### src/rtl/circuit_sweep_pkg.sv
// Shared types, sizes and bit-counting helpers for the circuit sweep controller.
package circuit_sweep_pkg;

  localparam int NUM_VEC = 8;
  localparam int IDX_W   = 3;
  localparam int CNT_W   = 4;

  typedef enum logic [1:0] {
    IDLE   = 2'd0,
    DRIVE  = 2'd1,
    SAMPLE = 2'd2,
    DONE   = 2'd3
  } state_t;

  function automatic logic [CNT_W-1:0] popcount8(input logic [NUM_VEC-1:0] v);
    logic [CNT_W-1:0] n;
    n = {CNT_W{1'b0}};
    for (int i = 0; i < NUM_VEC; i++) begin
      n = n + {{(CNT_W-1){1'b0}}, v[i]};
    end
    return n;
  endfunction

  // Scanning from the top down leaves the lowest set index in r.
  function automatic logic [IDX_W-1:0] lowest_set(input logic [NUM_VEC-1:0] v);
    logic [IDX_W-1:0] r;
    r = {IDX_W{1'b0}};
    for (int i = NUM_VEC - 1; i >= 0; i--) begin
      if (v[i]) begin
        r = IDX_W'(i);
      end else begin
        r = r;
      end
    end
    return r;
  endfunction

endpackage

### src/rtl/sweep_settle_cnt.sv
// Load/decrement settle timer with zero flag; times the DRIVE phase of each vector.
module sweep_settle_cnt
  import circuit_sweep_pkg::*;
(
  input  logic             clk,
  input  logic             rst,
  input  logic             load,
  input  logic [CNT_W-1:0] load_val,
  input  logic             dec,
  output logic [CNT_W-1:0] cnt,
  output logic             zero
);

  // Counter register: load wins over decrement, never underflows.
  always_ff @(posedge clk) begin
    if (rst) begin
      cnt <= {CNT_W{1'b0}};
    end else if (load) begin
      cnt <= load_val;
    end else if (dec && !zero) begin
      cnt <= cnt - {{(CNT_W-1){1'b0}}, 1'b1};
    end else begin
      cnt <= cnt;
    end
  end

  assign zero = (cnt == {CNT_W{1'b0}});

endmodule

### src/rtl/circuit_sweep_ctrl.sv
// Sweeps all 8 input vectors of a 3-input circuit and captures its truth table.
// Optional golden-table compare is enabled with macro SWEEP_COMPARE_EN.
module circuit_sweep_ctrl
  import circuit_sweep_pkg::*;
#(
  parameter int SETTLE_CYCLES = 1
) (
  input  logic         clk,
  input  logic         rst,
  input  logic         start,
  input  logic [7:0]   expected,
  input  logic         y,
  output logic         a,
  output logic         b,
  output logic         c,
  output logic         busy,
  output logic         done,
  output logic [7:0]   table_out,
  output logic         pass,
  output logic [3:0]   mismatch_cnt,
  output logic [2:0]   fail_idx
);

  // Loading SETTLE_CYCLES-1 makes DRIVE last exactly SETTLE_CYCLES cycles.
  localparam logic [CNT_W-1:0] SETTLE_LOAD = CNT_W'(SETTLE_CYCLES - 1);

  state_t           state;
  logic [IDX_W-1:0] idx;
  logic             cnt_load;
  logic             cnt_dec;
  logic [CNT_W-1:0] settle_cnt;
  logic             settle_zero;
  logic             last_vec;
  logic [7:0]       table_next;

`ifdef SWEEP_COMPARE_EN
  logic [7:0]       exp_r;
  logic [7:0]       diff;
  assign diff = table_next ^ exp_r;
`else
  logic             unused_expected;
  assign unused_expected = ^expected;
  assign mismatch_cnt    = 4'd0;
  assign fail_idx        = 3'd0;
`endif

  assign last_vec = (idx == 3'd7);

  sweep_settle_cnt u_settle (
    .clk      (clk),
    .rst      (rst),
    .load     (cnt_load),
    .load_val (SETTLE_LOAD),
    .dec      (cnt_dec),
    .cnt      (settle_cnt),
    .zero     (settle_zero)
  );

  // Timer control and the table as it will look after this cycle's sample.
  always_comb begin
    cnt_load        = 1'b0;
    cnt_dec         = 1'b0;
    table_next      = table_out;
    table_next[idx] = y;
    case (state)
      IDLE:    cnt_load = start;
      DRIVE:   cnt_dec  = !settle_zero;
      SAMPLE:  cnt_load = !last_vec;
      DONE:    cnt_load = 1'b0;
      default: cnt_load = 1'b0;
    endcase
  end

  // Sweep FSM with all outputs registered.
  always_ff @(posedge clk) begin
    if (rst) begin
      state     <= IDLE;
      idx       <= 3'd0;
      {a, b, c} <= 3'd0;
      busy      <= 1'b0;
      done      <= 1'b0;
      table_out <= 8'd0;
      pass      <= 1'b0;
`ifdef SWEEP_COMPARE_EN
      exp_r        <= 8'd0;
      mismatch_cnt <= 4'd0;
      fail_idx     <= 3'd0;
`endif
    end else begin
      case (state)
        IDLE: begin
          if (start) begin
            state     <= DRIVE;
            idx       <= 3'd0;
            {a, b, c} <= 3'd0;
            busy      <= 1'b1;
            table_out <= 8'd0;
            pass      <= 1'b0;
`ifdef SWEEP_COMPARE_EN
            exp_r        <= expected;
            mismatch_cnt <= 4'd0;
            fail_idx     <= 3'd0;
`endif
          end else begin
            state <= IDLE;
          end
        end
        DRIVE: begin
          if (settle_zero) begin
            state <= SAMPLE;
          end else begin
            state <= DRIVE;
          end
        end
        SAMPLE: begin
          table_out <= table_next;
          if (last_vec) begin
            state     <= DONE;
            {a, b, c} <= 3'd0;
            busy      <= 1'b0;
            done      <= 1'b1;
`ifdef SWEEP_COMPARE_EN
            pass         <= (diff == 8'd0);
            mismatch_cnt <= popcount8(diff);
            fail_idx     <= lowest_set(diff);
`else
            pass         <= 1'b1;
`endif
          end else begin
            state     <= DRIVE;
            idx       <= idx + 3'd1;
            {a, b, c} <= idx + 3'd1;
          end
        end
        DONE: begin
          state <= IDLE;
          done  <= 1'b0;
        end
        default: begin
          state <= IDLE;
          done  <= 1'b0;
          busy  <= 1'b0;
        end
      endcase
    end
  end

endmodule

### config.mk
export PLATFORM = sky130hd
export DESIGN_NAME = circuit_sweep_ctrl
export DESIGN_NICKNAME = d
export VERILOG_FILES = /design/src/rtl/circuit_sweep_pkg.sv /design/src/rtl/sweep_settle_cnt.sv /design/src/rtl/circuit_sweep_ctrl.sv
export SDC_FILE = /design/constraint.sdc
export NUM_CORES = 1
export LEC_CHECK = 0
export CAP_MARGIN = 20
export CORE_MARGIN = 2
export CORE_UTILIZATION = 50
export DETAILED_ROUTE_END_ITERATION = 12
export PLACE_DENSITY = 0.89
export SYNTH_ARGS = -nofsm -noshare
export SYNTH_HDL_FRONTEND = slang
export SYNTH_SLANG_ARGS = --single-unit
### constraint.sdc
create_clock -name clk -period 4.8 [get_ports clk]
set_clock_uncertainty 0.2 [all_clocks]
set_input_delay 0.96 -clock clk [delete_from_list [all_inputs] [get_ports clk]]
set_output_delay 0.96 -clock clk [all_outputs]
set_load 0.02 [all_outputs]
==> run summary <==
Clk sinks - 23
Hold Violations, Final - 0
Sequential cell area fraction in the yosys report - 0.402
Die height - 51.9 um
CTS root buf - clkbuf_4
TritonCTS Buffers - 3
Leakage Power - 0.464 nW
Net Sw Power - 80.9 uW
Most common cell in the synthesized netlist - dfxtp_1
First-pass DRT Iterations - 4
Most frequent cells after synthesis - dfxtp_1, a21oi_1, nand2_1, o21ai_0, buf_4
RSZ-0062 raised after global routing - no
Critical path type - input port to flip-flop
Critical path, cell by cell - clkdlybuf4s50_1, a21oi_1, a31o_2
CTS tree - yes
EDFF count, synth - 0
Die W - 51.9 um
Vias - 943
I/O pins - 33
Total Wirelength - 2.13 mm
Fmax - 404 MHz
Switch share - 0.255
Worst-margin pin slew - 0.679 ns
IO Port Bufs - 17
YS warnings - 0
Mapped cell area - 1140 um^2
Combinational Power Share - 0.100
DRC Markers - 0
Multi-input gate area - 606 um^2
Pin count of the biggest net entering global routing - 15
Vias in the first global route - 901
Register area - 460 um^2
Setup Viol. Count Final - 0
Die ar. - 2690 um^2
Overall Global Routing Usage - 0.180
Synth async-reset ratio - 0
Cells after synthesis - 128
Hold_buf cts - 0
Post-synth top area cell - dfxtp_1
Buf+Inv Stages, Crit Path - 1
Clk buf depth - 2
Period utilization - 0.516
Worst slew margin - 0.547
Ant. Diodes - 0
Dpl hpwl - 1.55 mm
Core area - 2190 um^2
Crit path largest cell delay - 0.65 ns
Fin crit period - 2.48 ns
Drt first-iter violations - 29
Total grt overflow - 0
Routed len/inst - 12.5 um
CP max FO - 14
Top FF cell, synth - dfxtp_1
CP required - 4.85 ns
Fillers - 190
Nets@finish - 158
Clock power share - 0.275
Ratio of cells with drive above 1 in the final layout - 0.113
# resized after CTS - 0
Max_cap viols - 0
Global placement routability congestion - 0.804
Share of power burned in registers - 0.625
Min-Delay Path Class - flip-flop to flip-flop
Area Overhead vs Synth - 14.8%
#FFs+latches synth - 23
CP delay by family, top - compound AO/OA/AOI/OAI gates
Endpoint class of the critical path - flip-flop
Clk slew on worst S/H paths - 0.11 ns
Max Slew Vio Count - 0
Total power draw - 317 uW
Post-synth cell types - 34
Status - complete, no violations
Peak VDD IR - 0.142 mV
Worst-skew pair later-pin latency - 0.31 ns
Power density cells - 241 nW/um^2
Largest cells by area after synthesis - dfxtp_1, a21oi_1, buf_4
Global-route wire length before repair - 3.70 mm
Initial antenna violation count - 0
Syn_area_per_cell - 8.94 um^2
Min Hold Slack - 0.270 ns
Setup TNS - 0 ns
Via/cell ratio - 5.55
Initial core utilization - 0.523
Crit-path slowest cell - clkdlybuf4s50_1
Routed Antenna Nets - 0
WP data arrival - 2.53 ns
Int Power - 236 uW
Row Count - 17
Type of origin of the critical path - input port
Postcts setup bufs - 0
Yosys top cell area share - 0.402
# H-tree levels - 1
==> area by class of cell <==
class	instances	area share
Multi-Input combinational cell	94	0.461
Tap cell	28	0.0267
Sequential cell	23	0.350
Clock buffer	3	0.0171
Timing Repair Buffer	17	0.130
Clock inverter	1	0.00381
Inverter	4	0.0114
==> power groups by stage <==
stage,Sequential [mW],Clock (mW),Combinational (mW)
2_1_floorplan,0.202,0,0.0278
3_3_place_gp,0.202,0,0.0303
3_5_place_dp,0.203,0,0.0315
4_1_cts,0.198,0.0917,0.0316
5_1_grt,0.199,0.0987,0.0350
6_report,0.198,0.0873,0.0316
==> placed cells by master, fill, tap and decap left out, drive strengths merged, types with 3 or more instances in the layout <==
master and instances:
o21ai 8, nand2 9, ha 3, nor2b 6
nor2 5, nor3 3, dfxtp 23, nor3b 6
clkdlybuf4s50 17, nand2b 5, a31o 8, nand3 3
inv 4, conb 7, clkbuf 3, a21oi 13
==> worst reg2reg max path: stages (launching register included) <==
cell and delay [ns]:
dfxtp_1 0.42, ha_1 0.23, ha_1 0.23, and2_1 0.22, o21bai_1 0.32, a21oi_1 0.07
==> worst paths after layout <==
check | start | to | cells after the start | slack [ns]
worst min register to register | b | b | 2 | 0.27
worst max-delay path | rst | table_out[1] | 3 | 2.32
worst min-delay path | b | b | 2 | 0.27
worst max register to register | idx[1] | u_settle.cnt[3] | 5 | 3.01
==> cell families after synthesis <==
logic type / count (synthesis) / share of synthesized area
and+or+nand+nor: 48 / 0.270
AOI/OAI and AO/OA: 36 / 0.203
DFF: 23 / 0.402
buffers and inverters: 17 / 0.0885
adders and majority gates: 3 / 0.0328
other: 1 / 0.00328
==> registers in the layout, indices dropped and copies added (netlist names), 2 cells and up <==
register,cells
table_out,8
u_settle.cnt,4
idx,3
state,2
==> metal layers <==
layer  track usage  part of all wire
met1         0.220              0.47
met2         0.310              0.48
met3        0.0287             0.038
met4        0.0789            0.0056
met5             0                 0
==> metrics by stage <==
stage,setup slack [ns],area (um^2),util,std cells
2_1_floorplan,2.87,1170,-,134
3_3_place_gp,2.08,1290,0.587,166
3_5_place_dp,2.00,1290,0.587,166
4_1_cts,2.32,1310,0.600,170
5_1_grt,2.27,1310,0.600,170
6_report,2.32,1310,0.600,170
Power figures use the tool's default switching activity.
